$ cat src/rtl/seq_serializer.sv
// Parallel-to-serial front end for the 1110010 sequence detector.
// Words arrive on a valid/ready handshake and stream out one bit per clock, back-to-back with no gap.
//
// state    | meaning
// ST_IDLE  | no word in flight, sout = IDLE_BIT, ready for a word
// ST_SHIFT | shifting a word out, head of shift register on sout
module seq_serializer #(
  parameter int WIDTH     = 8,
  parameter bit MSB_FIRST = 1'b1,
  parameter bit IDLE_BIT  = 1'b0
) (
  input  logic                     clk,
  input  logic                     rst_n,
  input  logic [WIDTH-1:0]         din,
  input  logic                     din_valid,
  output logic                     din_ready,
  input  logic                     clr,
  output logic                     sout,
  output logic                     sout_valid,
  output logic [$clog2(WIDTH)-1:0] bit_idx
);

  localparam int IW = $clog2(WIDTH);
  localparam logic [IW-1:0] LAST_IDX = IW'(WIDTH - 1);
  localparam logic [0:0] ST_IDLE  = 1'b0;
  localparam logic [0:0] ST_SHIFT = 1'b1;

  logic [0:0]       state_q, state_d;
  logic [WIDTH-1:0] shift_q, shift_d;
  logic [IW-1:0]    idx_q, idx_d;
  logic             sout_q, sout_d;
  logic             sout_valid_q, sout_valid_d;
  logic             last_bit;
  logic             accept;

  assign last_bit  = (state_q == ST_SHIFT) && (idx_q == LAST_IDX);
  // Gated by rst_n so upstream sees "not ready" for the whole reset pulse.
  assign din_ready = rst_n & ((state_q == ST_IDLE) | last_bit);
  assign accept    = din_valid & din_ready & ~clr;

  always_comb begin
    state_d = state_q;
    shift_d = shift_q;
    idx_d   = idx_q;
    if (clr) begin
      state_d = ST_IDLE;
      shift_d = '0;
      idx_d   = '0;
    end else if (state_q == ST_IDLE) begin
      if (accept) begin
        state_d = ST_SHIFT;
        shift_d = din;
        idx_d   = '0;
      end
    end else if (!last_bit) begin
      if (MSB_FIRST) shift_d = {shift_q[WIDTH-2:0], 1'b0};
      else           shift_d = {1'b0, shift_q[WIDTH-1:1]};
      idx_d = idx_q + 1'b1;
    end else if (accept) begin
      shift_d = din;
      idx_d   = '0;
    end else begin
      state_d = ST_IDLE;
      shift_d = '0;
      idx_d   = '0;
    end

    // sout is registered from next-state values so it never sees din/clr combinationally.
    sout_valid_d = (state_d == ST_SHIFT);
    sout_d       = IDLE_BIT;
    if (sout_valid_d) sout_d = MSB_FIRST ? shift_d[WIDTH-1] : shift_d[0];
  end

  always_ff @(posedge clk or negedge rst_n) begin
    if (!rst_n) begin
      state_q      <= ST_IDLE;
      shift_q      <= '0;
      idx_q        <= '0;
      sout_q       <= IDLE_BIT;
      sout_valid_q <= 1'b0;
    end else begin
      state_q      <= state_d;
      shift_q      <= shift_d;
      idx_q        <= idx_d;
      sout_q       <= sout_d;
      sout_valid_q <= sout_valid_d;
    end
  end

  assign sout       = sout_q;
  assign sout_valid = sout_valid_q;
  assign bit_idx    = idx_q;

endmodule

$ cat config.mk
export PLATFORM = sky130hd
export DESIGN_NAME = seq_serializer
export DESIGN_NICKNAME = d
export VERILOG_FILES = /design/src/rtl/seq_serializer.sv
export SDC_FILE = /design/constraint.sdc
export NUM_CORES = 1
export LEC_CHECK = 0
export ABC_AREA = 1
export CAP_MARGIN = 20
export CORE_MARGIN = 2
export CORE_UTILIZATION = 25
export CTS_CLUSTER_DIAMETER = 40
export CTS_CLUSTER_SIZE = 28
export DETAILED_ROUTE_END_ITERATION = 6
export DONT_BUFFER_PORTS = 1
export GPL_ROUTABILITY_DRIVEN = 0
export GPL_TIMING_DRIVEN = 0
export HOLD_SLACK_MARGIN = 0.03
export PLACE_DENSITY = 0.37
export SLEW_MARGIN = 30
export SYNTH_ARGS = -nofsm -noshare
export SYNTH_HDL_FRONTEND = slang
export SYNTH_SLANG_ARGS = --single-unit
$ cat constraint.sdc
create_clock -name clk -period 1.4 [get_ports clk]
set_input_delay 0.07 -clock clk [delete_from_list [all_inputs] [get_ports clk]]
set_output_delay 0.07 -clock clk [all_outputs]
set_load 0.02 [all_outputs]
==> results.cfg, run 1 <==
[worst_setup_path]
critPathArrivalTime_ps = 1480
path_class = register to primary output
r2r_cells = 9
crit_required_ps = 1330
crit_fanout = 5
cp-end-kind = primary output
startpoint_type = register

[synth]
synth_area_sq_um = 679.4
synth_fp_nets = 95
synth_async_sr_flop_share = 1.000
ys_ff_latch = 13
synth_area_per_cell_sq_um = 8.388
ys_warn_count = 0
yosysMostFrequentCell = inv_1
synthDistinctLibCells = 19
synth_edf_count = 0
synth_area_leader_cell = dfrtp_1
ys.flop_type = dfrtp_1
synth_sequential_area_ratio = 0.4788
synth_cells = 81
synth_common_cells = inv_1, dfrtp_1, nand2_1
yosys-top-cells-area = dfrtp_1, inv_1, nand2_1
synth.top_cell.area_share = 0.4788

[clock_network]
htreeDepth = 1
cts_tree = built
cts.clk_slew.worst_paths_ps = 80
clock_sinks = 13
clkLatencyLatePin_ps = 280
ctsLongestPathBuffers = 2
root_buffer = clkbuf_4
cts_buffers = 3

[floorplanning]
num_rows = 18
die_w_microns = 56.13
core_sq_um = 2522
die-height_microns = 56.13
dieArea_sq_um = 3151
start_util = 0.2693
io_pins = 18

[pwr]
p_total_w = 0.0007977
p_leak_nw = 0.4130
p_comb_frac = 0.177
power.switching_w = 0.0002402
p_sw_frac = 0.3011
irDropWorstVdd_mv = 0.4346
powerDensity_nw_per_um2 = 879.4
p_seq_frac = 0.519
p_int_w = 0.0005575
pwr-share-clk = 0.304

[sta]
whs_ps = 28.04
fin_ws_ps = -152.1
rsz0062_at_grt = true
slew_headroom = 0.6024
skew_ps = 2.096
min_period_over_period = 1.109
fmax_ghz = 0.6443
period_needed_ps = 1552
final_hold_viol_count = 0
worst_pin_slew_ps = 594.5
slew_violations = 0
setup_viol = 14
finalSetupTns_ps = -1272

[placement]
portBuffers = 0
dp_hpwl_microns = 1016
dp.cells = 111
detailedPlace.worstSlack_ps = -223.8

[routing]
num_vias = 563
wirelength_microns = 1584
vias_per_cell = 4.577
drtIter0Drc = 8
dr.pass1.iters = 4
wire_per_inst_microns = 12.88
ant_nets = 0
drc_errors = 0

[outcome]
status = complete, but fails checks
violations = setup timing

[flow_run]
cap_violations = 0

[finish]
drive_above_1_share = 0.3118
area_growth_pct = 33.52
fin_nets = 108
stdcell_count = 123
antenna_cells = 0

[grt]
antenna_found_initial = 0
grt_max_degree = 14
grt_pass1_wl_microns = 2580
grt_pass1_vias = 546
overflow = 0
grt_use_total = 0.1082

[hold_path]
worstHoldPathType = input pin to register
whs_path_depth = 4
==> registers in the layout (all words and copies together), names as in the netlist <==
name	count
bit_idx	3
shift_q	8
sout_valid	1
sout	1
==> cell families (layout without fill, tap and decap cells) <==
group | after synthesis | count (layout) | synth area share
AOI/OAI and AO/OA | 18 | 18 | 0.1418
adders and majority gates | 2 | 2 | 0.03683
and+or+nand+nor | 24 | 25 | 0.1989
buffers and inverters | 24 | 35 | 0.1436
DFF | 13 | 13 | 0.4788
==> power groups by stage <==
stage                     logic (W)  clock network, W  registers (W)
final                      0.000141          0.000243       0.000414
after global routing       0.000158          0.000266       0.000417
after CTS                  0.000129          0.000245       0.000414
after detailed placement  0.0000897                 0       0.000421
after global placement    0.0000884                 0       0.000421
after floorplan           0.0000718                 0       0.000419
==> area by class of cell <==
| cell class | count | area [sq um] |
|---|---|---|
| multi-input combinational | 45 | 350.3 |
| tap | 30 | 37.54 |
| buffer | 1 | 11.26 |
| timing repair buffer | 7 | 65.06 |
| inverter | 23 | 88.84 |
| clock buffer | 4 | 26.28 |
| sequential | 13 | 327.8 |
| fill | 286 | 1615 |
==> cell usage in the layout (no fill, tap or decap), drive strengths merged <==
cell type	instances
a21oi	2
buf	2
clkbuf	4
dfrtp	13
dlygate4sd3	6
ha	2
inv	23
nand2	14
nand3	4
nand4	2
nor2	5
o21ai	11
o22ai	5
==> routing by layer <==
layer,track usage,up-vias,part of all wire
li1,-,279,-
met1,0.1577,264,0.51
met2,0.1429,16,0.41
met3,0.02558,4,0.056
met4,0.06122,0,0.021
met5,0,-,0
==> worst max-delay path: stages (launching register included) <==
cell and delay, ps:
dfrtp_2 480, ha_4 190, ha_4 150, inv_2 60, nand2_4 60, buf_6 150, nand2_4 60, inv_4 40
==> stage by stage <==
| stage | utilization | area, sq um |
|---|---|---|
| CTS | 0.3438 | 867.1 |
| global route | 0.3596 | 907.1 |
| global placement | 0.2961 | 747.0 |
| detailed placement | 0.2961 | 747.0 |
| floorplan | - | 709.4 |
| finish | 0.3596 | 907.1 |
==> worst paths after layout <==
check                                       startpoint                endpoint  slack (ps)
max in group asynchronous                        rst_n  bit_idx[1]$_DFFE_PN0P_         750
worst max-delay path            bit_idx[1]$_DFFE_PN0P_               din_ready        -150
worst max register to register  bit_idx[1]$_DFFE_PN0P_          sout$_DFF_PN0_        -120
min in group asynchronous                        rst_n  shift_q[0]$_DFFE_PN0P_         220
worst min register to register  shift_q[3]$_DFFE_PN0P_  shift_q[3]$_DFFE_PN0P_         520
worst min-delay path                            din[4]  shift_q[4]$_DFFE_PN0P_          30
==> what timing repair did <==
item / in CTS / in global routing
cloned: 1 / 1
pin swaps: 2 / 2
hold buffers: 6 / 0
endpoints found under the hold margin: 20 / 0
resized for setup: 16 / 7
setup buffers: 0 / 0
endpoints found under the setup margin: 14 / 14
(Power assumes the default switching activity.)
==> inputs of run 2 (changes only) <==
==> constraint.sdc (replaced) <==
create_clock -name clk -period 1.4 [get_ports clk]
set_input_delay 0.14 -clock clk [delete_from_list [all_inputs] [get_ports clk]]
set_output_delay 0.14 -clock clk [all_outputs]
set_load 0.02 [all_outputs]
==> run 2 against run 1 <==
Effect of this change: the run still ends with setup timing left; sequential share of layout area down 2.3 points; first-iteration DRC count up 38%; clock-buffer cell count stayed put; sequential cell count did not move; utilization increased by 2.4 points; critical endpoint unchanged; largest power group unchanged.
==> results.cfg, run 2 (synthesized netlist as in run 1, its figures left out) <==
[worst_setup_path]
cp_slowest_cell = dfrtp_2
worstSetupEndpoint = din_ready
regToRegEndpoint = shift_q[5]$_DFFE_PN0P_
cp-end-kind = primary output
path_class = register to primary output
rrSetupSlack_ps = -190
slowest_delay_ps = 480
r2r-start = bit_idx[1]$_DFFE_PN0P_
r2r_cells = 9
crit_start = bit_idx[1]$_DFFE_PN0P_
critPathArrivalTime_ps = 1480
startpoint_type = register
cp_cell_sequence = ha_4 -> ha_4 -> inv_2 -> nand2_4 -> buf_8 -> nand2_4 -> inv_4
crit_fanout = 6
crit_required_ps = 1260

[sta]
fmax_ghz = 0.6192
finalSetupTns_ps = -2291
fin_ws_ps = -215.1
skew_ps = 0.5702
rsz0062_at_grt = true
worst_pin_slew_ps = 597.7
slew_violations = 0
min_period_over_period = 1.154
setup_viol = 14
period_needed_ps = 1615
slew_headroom = 0.6002
final_hold_viol_count = 0

[clock_network]
clkLatencyLatePin_ps = 280
cts.clk_slew.worst_paths_ps = 80
ctsLongestPathBuffers = 2
htreeDepth = 1
cts_tree = built
clock_sinks = 13
root_buffer = clkbuf_4
cts_buffers = 3

[hold_path]
whs_path_depth = 4
worstHoldPathType = input pin to register

[grt]
grt_use_total = 0.1189
grt_max_degree = 14
grt_pass1_wl_microns = 2842
overflow = 0
antenna_found_initial = 0
grt_pass1_vias = 590

[routing]
num_vias = 583
drtIter0Drc = 11
wire_per_inst_microns = 13.14
dr.pass1.iters = 4
vias_per_cell = 4.664
wirelength_microns = 1642
drc_errors = 0
ant_nets = 0

[outcome]
status = complete, but fails checks
violations = setup timing

[finish]
final_common_cell = inv_1
largest_reg_flops = 8
drive_above_1_share = 0.3789
fin_nets = 110
largest_register = shift_q
fin_area_sq_um = 968.4
nFillCells = 278
area_growth_pct = 42.54
multi_input_area_sq_um = 380.4
layout_common_cells = inv_1, nand2_1, dfrtp_1, o21ai_1, o22ai_2
antenna_cells = 0
fin_util = 0.3839
regArea_sq_um = 327.8

[floorplanning]
die_w_microns = 56.13
die-height_microns = 56.13
io_pins = 18
core_sq_um = 2522
num_rows = 18
dieArea_sq_um = 3151
start_util = 0.2693

[placement]
place_area_sq_um = 747.0
portBuffers = 0
dp_hpwl_microns = 1016
detailedPlace.worstSlack_ps = -223.8

[pwr]
powerDensity_nw_per_um2 = 846.2
p_leak_nw = 0.4302
irDropWorstVdd_mv = 0.4130

[flow_run]
cap_violations = 0
## run 2: cell types whose count changed in the layout (fill, tap and decap cells not counted), sizes merged
cell	delta
dlygate4sd3	-2
buf	+3
nand3	+1
## run 2: timing repair
action | CTS | global route
hold buffers | 4 | 0
pin swaps | 5 | 8
setup endpoints to repair | 14 | 14
resized for setup | 22 | 9
buffers inserted | 4 | 0
gates cloned | 2 | 0
hold endpoints to repair | 16 | 0
## run 2: per-layer routing
layer | vias up | global-route usage | wire [microns]
met2 | 15 | 0.1681 | 714
met3 | 5 | 0.02558 | 83
met5 | - | 0 | 0
met4 | 0 | 0.06122 | 38
li1 | 287 | - | -
met1 | 276 | 0.1679 | 806
## run 2: cell type report
cell class / count / area share
buffer: 1 / 0.01550
tap: 30 / 0.03876
sequential: 13 / 0.3385
timing repair buffer: 8 / 0.09302
inverter: 23 / 0.09432
clock buffer: 4 / 0.02713
multi-input combinational: 46 / 0.3928
## run 2: worst min-delay path by stage
stage / startpoint / endpoint
CTS: din[3] / shift_q[3]$_DFFE_PN0P_
global placement: rst_n / shift_q[1]$_DFFE_PN0P_
global route: din[3] / shift_q[3]$_DFFE_PN0P_
detailed placement: rst_n / shift_q[1]$_DFFE_PN0P_
floorplan: rst_n / bit_idx[0]$_DFFE_PN0P_
finish: din[2] / shift_q[2]$_DFFE_PN0P_
## run 2: power breakdown
group	total [W]	internal (W)	leakage, nW	switching (W)
sequential	0.000414	0.000393	0.175	0.0000205
combinational	0.000170	0.0000723	0.240	0.0000972
clock	0.000236	0.000111	0.0150	0.000126
## run 2: per-stage QoR
step                cells  power (W)  hold slack (ps)
CTS                   125  0.0008211            97.86
global placement      111  0.0005093           -155.1
detailed placement    111  0.0005105           -155.2
finish                125  0.0008195            104.1
global route          125  0.0008726            118.2
floorplan              81  0.0004903           -155.6
## run 2: worst max-delay path: cells and delay by family (launching register included)
kind | cells | cell delay (ps)
DFF | 1 | 480
adders and majority gates | 2 | 340
buffers and inverters | 3 | 250
and+or+nand+nor | 2 | 120
